[config.mk]
export PLATFORM = sky130hd
export DESIGN_NAME = mix_seq_ctrl
export DESIGN_NICKNAME = d
export VERILOG_FILES = /design/src/rtl/mix_seq_ctrl.sv
export SDC_FILE = /design/constraint.sdc
export NUM_CORES = 1
export LEC_CHECK = 0
export ABC_CLOCK_PERIOD_IN_PS = 7270
export BUFFER_PORTS_ARGS = -buffer_cell sky130_fd_sc_hd__buf_4
export CAP_MARGIN = 40
export CORE_ASPECT_RATIO = 0.7
export CORE_UTILIZATION = 40
export CTS_CLUSTER_DIAMETER = 120
export DETAILED_ROUTE_END_ITERATION = 7
export PLACE_DENSITY_LB_ADDON = 0.2
export SYNTH_ARGS = -nofsm -noshare
export SYNTH_HDL_FRONTEND = slang
export SYNTH_SLANG_ARGS = --single-unit
[constraint.sdc]
create_clock -name clk -period 7.27 [get_ports clk]
set_input_delay 0.727 -clock clk [delete_from_list [all_inputs] [get_ports clk]]
set_output_delay 0.727 -clock clk [all_outputs]
set_load 0.005 [all_outputs]
[src/rtl/mix_seq_ctrl.sv]
// mix_seq_ctrl: actuation sequencer for an N-inlet iterative mixing chain.
// Each iteration opens every inlet in turn for its dwell, then runs the
// mixer, then flushes the outlet. Phases of length 0 are skipped without
// spending a cycle, so the next non-empty phase always starts back-to-back.
//
// Handshake: start is a level sampled only in IDLE (and only when abort is
// low). It is accepted on that edge, and the first actuation output appears
// in the following cycle. done is a single-cycle pulse, registered, that
// appears in the cycle after the last active cycle. abort is sampled on any
// edge and returns the block to IDLE on that edge.
module mix_seq_ctrl #(
  parameter int NUM_SOLN = 3,
  parameter int CNT_W    = 16,
  parameter int ITER_W   = 8
) (
  input  logic                      clk,
  input  logic                      rst,
  input  logic                      start,
  input  logic                      abort,
  input  logic [NUM_SOLN*CNT_W-1:0] dwell_cfg,
  input  logic [CNT_W-1:0]          mix_cycles,
  input  logic [CNT_W-1:0]          flush_cycles,
  input  logic [ITER_W-1:0]         iterations,
  output logic [NUM_SOLN-1:0]       valve_en,
  output logic                      mix_en,
  output logic                      flush_en,
  output logic                      busy,
  output logic                      done,
  output logic [ITER_W-1:0]         iter_count
);

  // Schedule positions: 0..NUM_SOLN-1 are inlets, then MIX, then FLUSH.
  localparam int NPOS = NUM_SOLN + 2;
  localparam int PW   = $clog2(NPOS);

  typedef enum logic [2:0] {
    S_IDLE,
    S_LOAD,
    S_MIX,
    S_FLUSH,
    S_DONE
  } state_t;

  state_t                    state, state_n;
  logic [PW-1:0]             pos, pos_n;
  logic [CNT_W-1:0]          cnt, cnt_n;
  logic [ITER_W-1:0]         iter_n;
  logic                      latch;

  logic [NUM_SOLN*CNT_W-1:0] dwell_sh;
  logic [CNT_W-1:0]          mix_sh;
  logic [CNT_W-1:0]          flush_sh;
  logic [ITER_W-1:0]         iters_sh;

  logic [CNT_W-1:0]          dur [NPOS];
  logic                      all_found, aft_found, go_tgt;
  logic [PW-1:0]             all_pos, aft_pos, tgt;
  logic [ITER_W-1:0]         iter_inc;

  // Phase durations: live inputs while idle (the start edge), shadows otherwise.
  always_comb begin
    for (int p = 0; p < NUM_SOLN; p++) begin
      dur[p] = (state == S_IDLE) ? dwell_cfg[p*CNT_W +: CNT_W]
                                 : dwell_sh[p*CNT_W +: CNT_W];
    end
    dur[NUM_SOLN]   = (state == S_IDLE) ? mix_cycles   : mix_sh;
    dur[NUM_SOLN+1] = (state == S_IDLE) ? flush_cycles : flush_sh;
  end

  // First non-empty phase of an iteration, and first one after the current.
  always_comb begin
    all_found = 1'b0;
    all_pos   = '0;
    aft_found = 1'b0;
    aft_pos   = '0;
    for (int p = 0; p < NPOS; p++) begin
      if (!all_found && dur[p] != '0) begin
        all_found = 1'b1;
        all_pos   = PW'(p);
      end
      if (!aft_found && p > int'(pos) && dur[p] != '0) begin
        aft_found = 1'b1;
        aft_pos   = PW'(p);
      end
    end
  end

  // Next-state logic: phase countdown, zero-skip chaining, iteration wrap.
  always_comb begin
    state_n  = state;
    pos_n    = pos;
    cnt_n    = cnt;
    iter_n   = iter_count;
    latch    = 1'b0;
    go_tgt   = 1'b0;
    tgt      = '0;
    iter_inc = iter_count + ITER_W'(1);
    case (state)
      S_IDLE: begin
        if (start && !abort) begin
          latch  = 1'b1;
          iter_n = '0;
          if (iterations == '0) begin
            state_n = S_DONE;
          end else if (!all_found) begin
            // Every phase empty: all iterations complete in zero cycles.
            state_n = S_DONE;
            iter_n  = iterations;
          end else begin
            go_tgt = 1'b1;
            tgt    = all_pos;
          end
        end
      end
      S_LOAD, S_MIX, S_FLUSH: begin
        if (abort) begin
          state_n = S_IDLE;
        end else if (cnt != '0) begin
          cnt_n = cnt - CNT_W'(1);
        end else if (aft_found) begin
          go_tgt = 1'b1;
          tgt    = aft_pos;
        end else begin
          iter_n = iter_inc;
          if (iter_inc == iters_sh) begin
            state_n = S_DONE;
          end else begin
            go_tgt = 1'b1;
            tgt    = all_pos;
          end
        end
      end
      S_DONE: state_n = S_IDLE;
      default: state_n = S_IDLE;
    endcase
    if (go_tgt) begin
      pos_n = tgt;
      cnt_n = dur[tgt] - CNT_W'(1);
      if (int'(tgt) < NUM_SOLN)       state_n = S_LOAD;
      else if (int'(tgt) == NUM_SOLN) state_n = S_MIX;
      else                            state_n = S_FLUSH;
    end
  end

  // State, counters, config shadows and registered outputs.
  always_ff @(posedge clk) begin
    if (rst) begin
      state      <= S_IDLE;
      pos        <= '0;
      cnt        <= '0;
      iter_count <= '0;
      dwell_sh   <= '0;
      mix_sh     <= '0;
      flush_sh   <= '0;
      iters_sh   <= '0;
      valve_en   <= '0;
      mix_en     <= 1'b0;
      flush_en   <= 1'b0;
      busy       <= 1'b0;
      done       <= 1'b0;
    end else begin
      state      <= state_n;
      pos        <= pos_n;
      cnt        <= cnt_n;
      iter_count <= iter_n;
      if (latch) begin
        dwell_sh <= dwell_cfg;
        mix_sh   <= mix_cycles;
        flush_sh <= flush_cycles;
        iters_sh <= iterations;
      end
      valve_en <= (state_n == S_LOAD) ? (NUM_SOLN'(1) << pos_n) : '0;
      mix_en   <= (state_n == S_MIX);
      flush_en <= (state_n == S_FLUSH);
      busy     <= (state_n != S_IDLE);
      done     <= (state_n == S_DONE);
    end
  end

endmodule
## Word-level counts from Yosys, hierarchy flattened

Cells that the tools add are included.

- Register bits: 125
- Bits of input ports: 92
- Output and inout port bits: 15
- Word-level logic and storage cells: 141

- Add/sub/neg operators: 3
- Order comparisons: 6
- Eq/ne operators: 14
- Shift-type cells: 1
- Muxes and demuxes: 66
- Bitwise gates (word level): 2
- Reductions and logical operators: 36

Operator list:

| kind | number |
|---|---|
| $mux W16 | 11 |
| $reduce_bool A16 Y1 | 6 |
| $mux W3 | 22 |
| $bmux W16 S3 | 1 |
| $mux W8 | 6 |
| $sub A16 B1 Y16 const B | 2 |
| $mux W1 | 21 |
| $pmux W8 S2 | 1 |
| $eq A3 B2 Y1 const B | 4 |
| $logic_and A1 B1 Y1 | 12 |
| $pmux W3 S2 | 2 |
| $add A8 B1 Y8 const B | 1 |
| $eq A8 B8 Y1 | 1 |
| $logic_not A1 Y1 | 8 |
| $logic_not A8 Y1 | 1 |
| $eq A3 B1 Y1 const B | 2 |
| $eq A3 B3 Y1 const B | 2 |
| $gt A2 B3 Y1 const A | 2 |
| $ne A2 B2 Y1 const B | 3 |
| $reduce_bool A2 Y1 | 3 |
| $reduce_and A5 Y1 | 1 |
| $ge A4 B4 Y1 const B | 1 |
| $ne A2 B1 Y1 const B | 2 |
| $not A3 Y4 | 1 |
| 12 further kinds | 12 |

## Longest topological paths before layout

- Depth after elaboration: 28
- Gate-level depth with buffers: 17
- Gate-level depth less buffers: 14

## Worst setup path before layout

Ideal clock, no wire load.

- Kind: input -> register
- Start point: input flush_cycles[10]
- End point: register cnt[15]
- Library setup time: 0.137 ns
- Arrival time: 3.778 ns
- Data required time: 7.133 ns
- Setup slack: 3.355 ns
- Stages: 14
- Path buffers: 2
- Cells stage by stage: nor4_1 nand4_1 a22oi_1 o41ai_4 o311ai_4 buf_6 buf_6 mux2_1 a222oi_1 nand3_1 nor2_1 nor4b_2 o32a_1 o211ai_1

- Cells in the longest elaborated chain, start to end: 15
- Elaborated cells on any way between the ends: 33
- Those cells by class: add/sub (1); eq/ne (1); mux (24); bitwise (1); reduce/logical (6)

RTL lines:

| element | RTL line | source |
|---|---|---|
| from (decl) | 22 | `input logic [CNT_W-1:0] flush_cycles,` |
| $mux W16 * | 67 | `dur[NUM_SOLN+1] = (state == S_IDLE) ? flush_cycles : flush_sh;` |
| $reduce_bool A16 Y1 | 77, 81 |  |
| $logic_and A1 B1 Y1 | 77 | `if (!all_found && dur[p] != '0) begin` |
| $mux W3 | 77 |  |
| $mux W3 | 125 | `if (iter_inc == iters_sh) begin` |
| $mux W3 | 120 | `end else if (aft_found) begin` |
| $mux W3 | 118 | `end else if (cnt != '0) begin` |
| $mux W3 | 116 | `if (abort) begin` |
| $pmux W3 S2 | 98 | `case (state)` |
| $not A3 Y4 (implied by the code) | 138 | `cnt_n = dur[tgt] - CNT_W'(1);` |
| $bmux W16 S3 | 138 |  |
| $mux W16 (implied by the code) (2 in a row) | 138 |  |
| $sub A16 B1 Y16 | 138 |  |
| $mux W16 | 136 | `if (go_tgt) begin` |
| to (signal assigned) | 164 | `cnt <= cnt_n;` |
| to (decl) | 46 | `logic [CNT_W-1:0] cnt, cnt_n;` |

Mark *: on every way between the ends. The rest lies on a longest branch, timed or not. The select of a mux whose other input is x is not followed.
A chain may end at the register's enable or synchronous reset.

## Worst setup path after layout

- Start point: input dwell_cfg[19]
- End point: register cnt[12]

- Cells in the longest elaborated chain, start to end: 26
- Elaborated cells on any way between the ends: 60
- Those cells by class: add/sub (1); eq/ne (1); mux (36); bitwise (1); reduce/logical (21)

RTL lines:

| element | RTL line | source |
|---|---|---|
| from (decl) | 20 | `input logic [NUM_SOLN*CNT_W-1:0] dwell_cfg,` |
| $mux W16 * | 63 | `dur[p] = (state == S_IDLE) ? dwell_cfg[p*CNT_W +: CNT_W]` |
| $reduce_bool A16 Y1 | 77, 81 |  |
| $logic_and A1 B1 Y1 | 81 | `if (!aft_found && p > int'(pos) && dur[p] != '0) begin` |
| $mux W1 | 81 |  |
| $logic_not A1 Y1 | 81 |  |
| $logic_and A1 B1 Y1 (2 in a row) | 81 |  |
| $mux W1 | 81 |  |
| $logic_not A1 Y1 | 81 |  |
| [... 8 more ...] | n/a |  |
| $mux W3 | 118 |  |
| $mux W3 | 116 |  |
| $pmux W3 S2 | 98 |  |
| $not A3 Y4 (implied by the code) | 138 |  |
| $bmux W16 S3 | 138 |  |
| $mux W16 (implied by the code) (2 in a row) | 138 |  |
| $sub A16 B1 Y16 | 138 |  |
| $mux W16 | 136 |  |

Marked as above.

==> out/qor.yml <==
run_status:
  outcome: "complete, no violations"
cells_and_area:
  area_delta_synth_final_pct: 20.88
  multi_input_area_um2: 4629
  regArea_um2: 2502
  final_common_cell: "nand2_1"
  drive_gt1_share_pct: 18.25
  mostFrequentLayoutCells: "237 x nand2_1, 125 x dfxtp_1, 116 x buf_4, 104 x a21oi_1, 74 x nor2_1"
  fillers: 1753
  fin_util_pct: 49.60
  antenna_cells: 0
  nets: 1134
synth:
  synth_cells: 965
  syn_nets: 1059
  ys_seq_elements: 125
  synthFlopType: "dfxtp_1"
  syn_avg_cell_area_um2: 7.700
  synth_edf_count: 0
  ys_seq_area_share_pct: 33.68
  ys_warn_count: 0
  synth_cell_types: 87
  synthArstFlopShare_pct: 0
  syn_area_um2: 7431
setup_path:
  max_stage_delay_ns: 0.48
  worstPathCellList: "buf_4 > nor4_1 > nand4_1 > nor3_2 > o221ai_2 > o311ai_4 > buf_4 > buf_4 > nor3b_2 > nor4_1 > a311oi_4 > ha_1 > o31ai_2 > nor4_4 > nand3b_1 > a311oi_1"
  critPathMostFrequentCell: "buf_4"
  crit_family: "simple AND/OR/NAND/NOR gates"
  critPathCaptureType: "register"
  reg2reg_from: "cnt[2]$_SDFFE_PP0P_"
  startpoint: "dwell_cfg[19]"
  crit_type: "input port to register"
  path_buf_inv: 3
  startpoint_type: "input port"
  crit_required_ns: 7.61
  cp.arrival_ns: 5.30
  worst-path-max-fanout: 27
  r2r_setup_slack_ns: 2.34
  crit_path_top_delay_cell: "nand4_1"
route:
  met2WireLength_um: 10380
  maxUsedRoutingLayer: "met4"
  drcViolationCount: 0
  wl_met3_um: 3138
  wl_met1_um: 12460
  wl_per_cell_um: 20.42
  wl_um: 26310
  viasPerCell: 6.074
  drt_iter0_markers: 912
  via_count: 7823
  ant_nets: 0
  firstDrtPassIters: 6
cts:
  clockBufferDepth: 2
  cts_buffers: 17
  cts_setup_buffers: 0
  cts-hold-fix-buffers: 0
  cts_tree: "done"
  root_buffer: "clkbuf_16"
  cts_sinks: 125
  htree_levels: 4
  insertion_delay_ns: 0.44
  clk_pin_slew_ns: 0.06
  cts.repair.resized: 0
sta:
  period_minus_slack_ns: 4.963
  tns_ns: 0
  drv_slew: 0
  setup_slack_ns: 2.307
  finalHoldViolCount: 0
  rsz0062_at_grt: "false"
  slew_headroom_pct: 35.01
  max_freq_mhz: 201.5
  period_share_pct: 68.27
  fin_skew_ns: 0.008000
  tightest_slew_ns: 0.9674
  setup_violations: 0
placed_design:
  dp_slack_ns: 2.024
  hpwl_um: 19290
  routabilityCongestion: 0.9484
  portBuffers: 106
floorplan:
  initial_core_util_pct: 41.04
  dieArea_um2: 19130
  fp.dieW_um: 164.9
  coreArea_um2: 18110
  ios: 107
  die_height_um: 116.0
  core.rowCount: 41
global_route:
  grt_overflow: 0
  grt_max_degree: 68
  grt_pass1_vias: 7013
  grt_first_pass_wirelength_um: 40960
  grt_antenna_before_repair: 0
  grt_use_total_pct: 28.54
power_and_ir_drop:
  p_per_area_nw_per_um2: 235.5
  p_leak_nw: 3.271
  vdd_drop_max_mv: 0.1706
run:
  cap_violations: 0
hold_path:
  min_from: "iters_sh[7]$_SDFFE_PP0P_"
  min_path_type: "register to register"
## cell type report
cell class	count	area share, %
Multi-Input combinational cell	770	51.54
Sequential cell	125	27.86
Timing Repair Buffer	117	9.918
Clock buffer	18	4.889
Tap cell	236	3.287
Clock inverter	13	2.131
Inverter	9	0.3761
## path summary, 6_finish.rpt
kind,to,cells past startpoint
worst max-delay path,cnt[12]$_SDFFE_PP0P_,16
worst min-delay path,iters_sh[7]$_SDFFE_PP0P_,2
worst max register to register,cnt[12]$_SDFFE_PP0P_,15
worst min register to register,iters_sh[7]$_SDFFE_PP0P_,2
## worst min-delay path: stages (launching register included)
cell	delay, ns
dfxtp_1	0.31
nand2_1	0.05
a21oi_1	0.05
## routing by layer
| layer | vias up | GRT usage [%] |
|---|---|---|
| li1 | 3679 | - |
| met1 | 3692 | 43.21 |
| met2 | 422 | 37.39 |
| met3 | 30 | 9.771 |
| met4 | 0 | 7.278 |
| met5 | - | 0 |
## through the flow
| step | hold WS, ns | std cells | total power [mW] | cell area, um2 |
|---|---|---|---|---|
| 2_1_floorplan | 0.4448 | 965 | 1.031 | 7431 |
| 3_3_place_gp | 0.4557 | 1256 | 1.187 | 8332 |
| 3_5_place_dp | 0.4581 | 1257 | 1.187 | 8352 |
| 4_1_cts | 0.4660 | 1288 | 2.107 | 8982 |
| 5_1_grt | 0.4792 | 1288 | 2.190 | 8982 |
| 6_report | 0.4657 | 1288 | 2.115 | 8982 |
## sequential cells by signal, indices dropped and copies added, names as in the netlist
signal,flops
busy,1
cnt,16
done,1
dwell_sh,48
flush_en,1
flush_sh,16
iter_count,8
iters_sh,8
mix_en,1
mix_sh,16
pos,3
state,3
valve_en,3
## cell families after synthesis
logic type               synth area share, %
AO/OA/AOI/OAI                          22.48
XOR/XNOR                               2.122
adder cells (fa/ha/maj)               0.3367
buffers and inverters                  4.193
flip-flops                             33.68
multiplexers                           7.779
AND/OR/NAND/NOR                        29.42
## report_power, final
group | internal [mW] | total, mW | switching (mW)
Combinational | 0.163 | 0.430 | 0.268
Sequential | 0.722 | 0.756 | 0.0342
Clock | 0.583 | 0.928 | 0.346
## synth_stat cells, drive strengths merged, types with 3 or more instances
cell type	count	area, um2
a311oi	3	43.80
mux2i	34	352.8
nor2	74	277.8
o311ai	9	121.4
a21oi	106	538.0
a221o	4	40.04
a221oi	5	43.79
a2bb2oi	5	43.79
a211oi	19	147.6
or2	3	18.77
and3	8	50.05
nand3	23	127.6
and4	3	26.28
o21ai	13	68.82
clkbuf	43	161.4
a31oi	4	25.02
nand2b	4	25.02
nand4	16	100.1
a22oi	11	82.58
xor2	8	70.07
nand2	239	899.6
nor3b	6	50.05
or3	4	25.02
xnor2	10	87.58
a22o	3	26.28
mux4	5	112.6
dfxtp	125	2502
o221ai	7	73.82
inv	9	33.78
buf	18	116.4
mux2	10	112.6
nor3	23	131.4
o31ai	4	35.03
and2	6	37.54
nor4	52	361.6
a21o	5	37.54
o22ai	6	37.54
o211ai	5	47.54
Note: power is estimated with default switching activity, not from simulation.
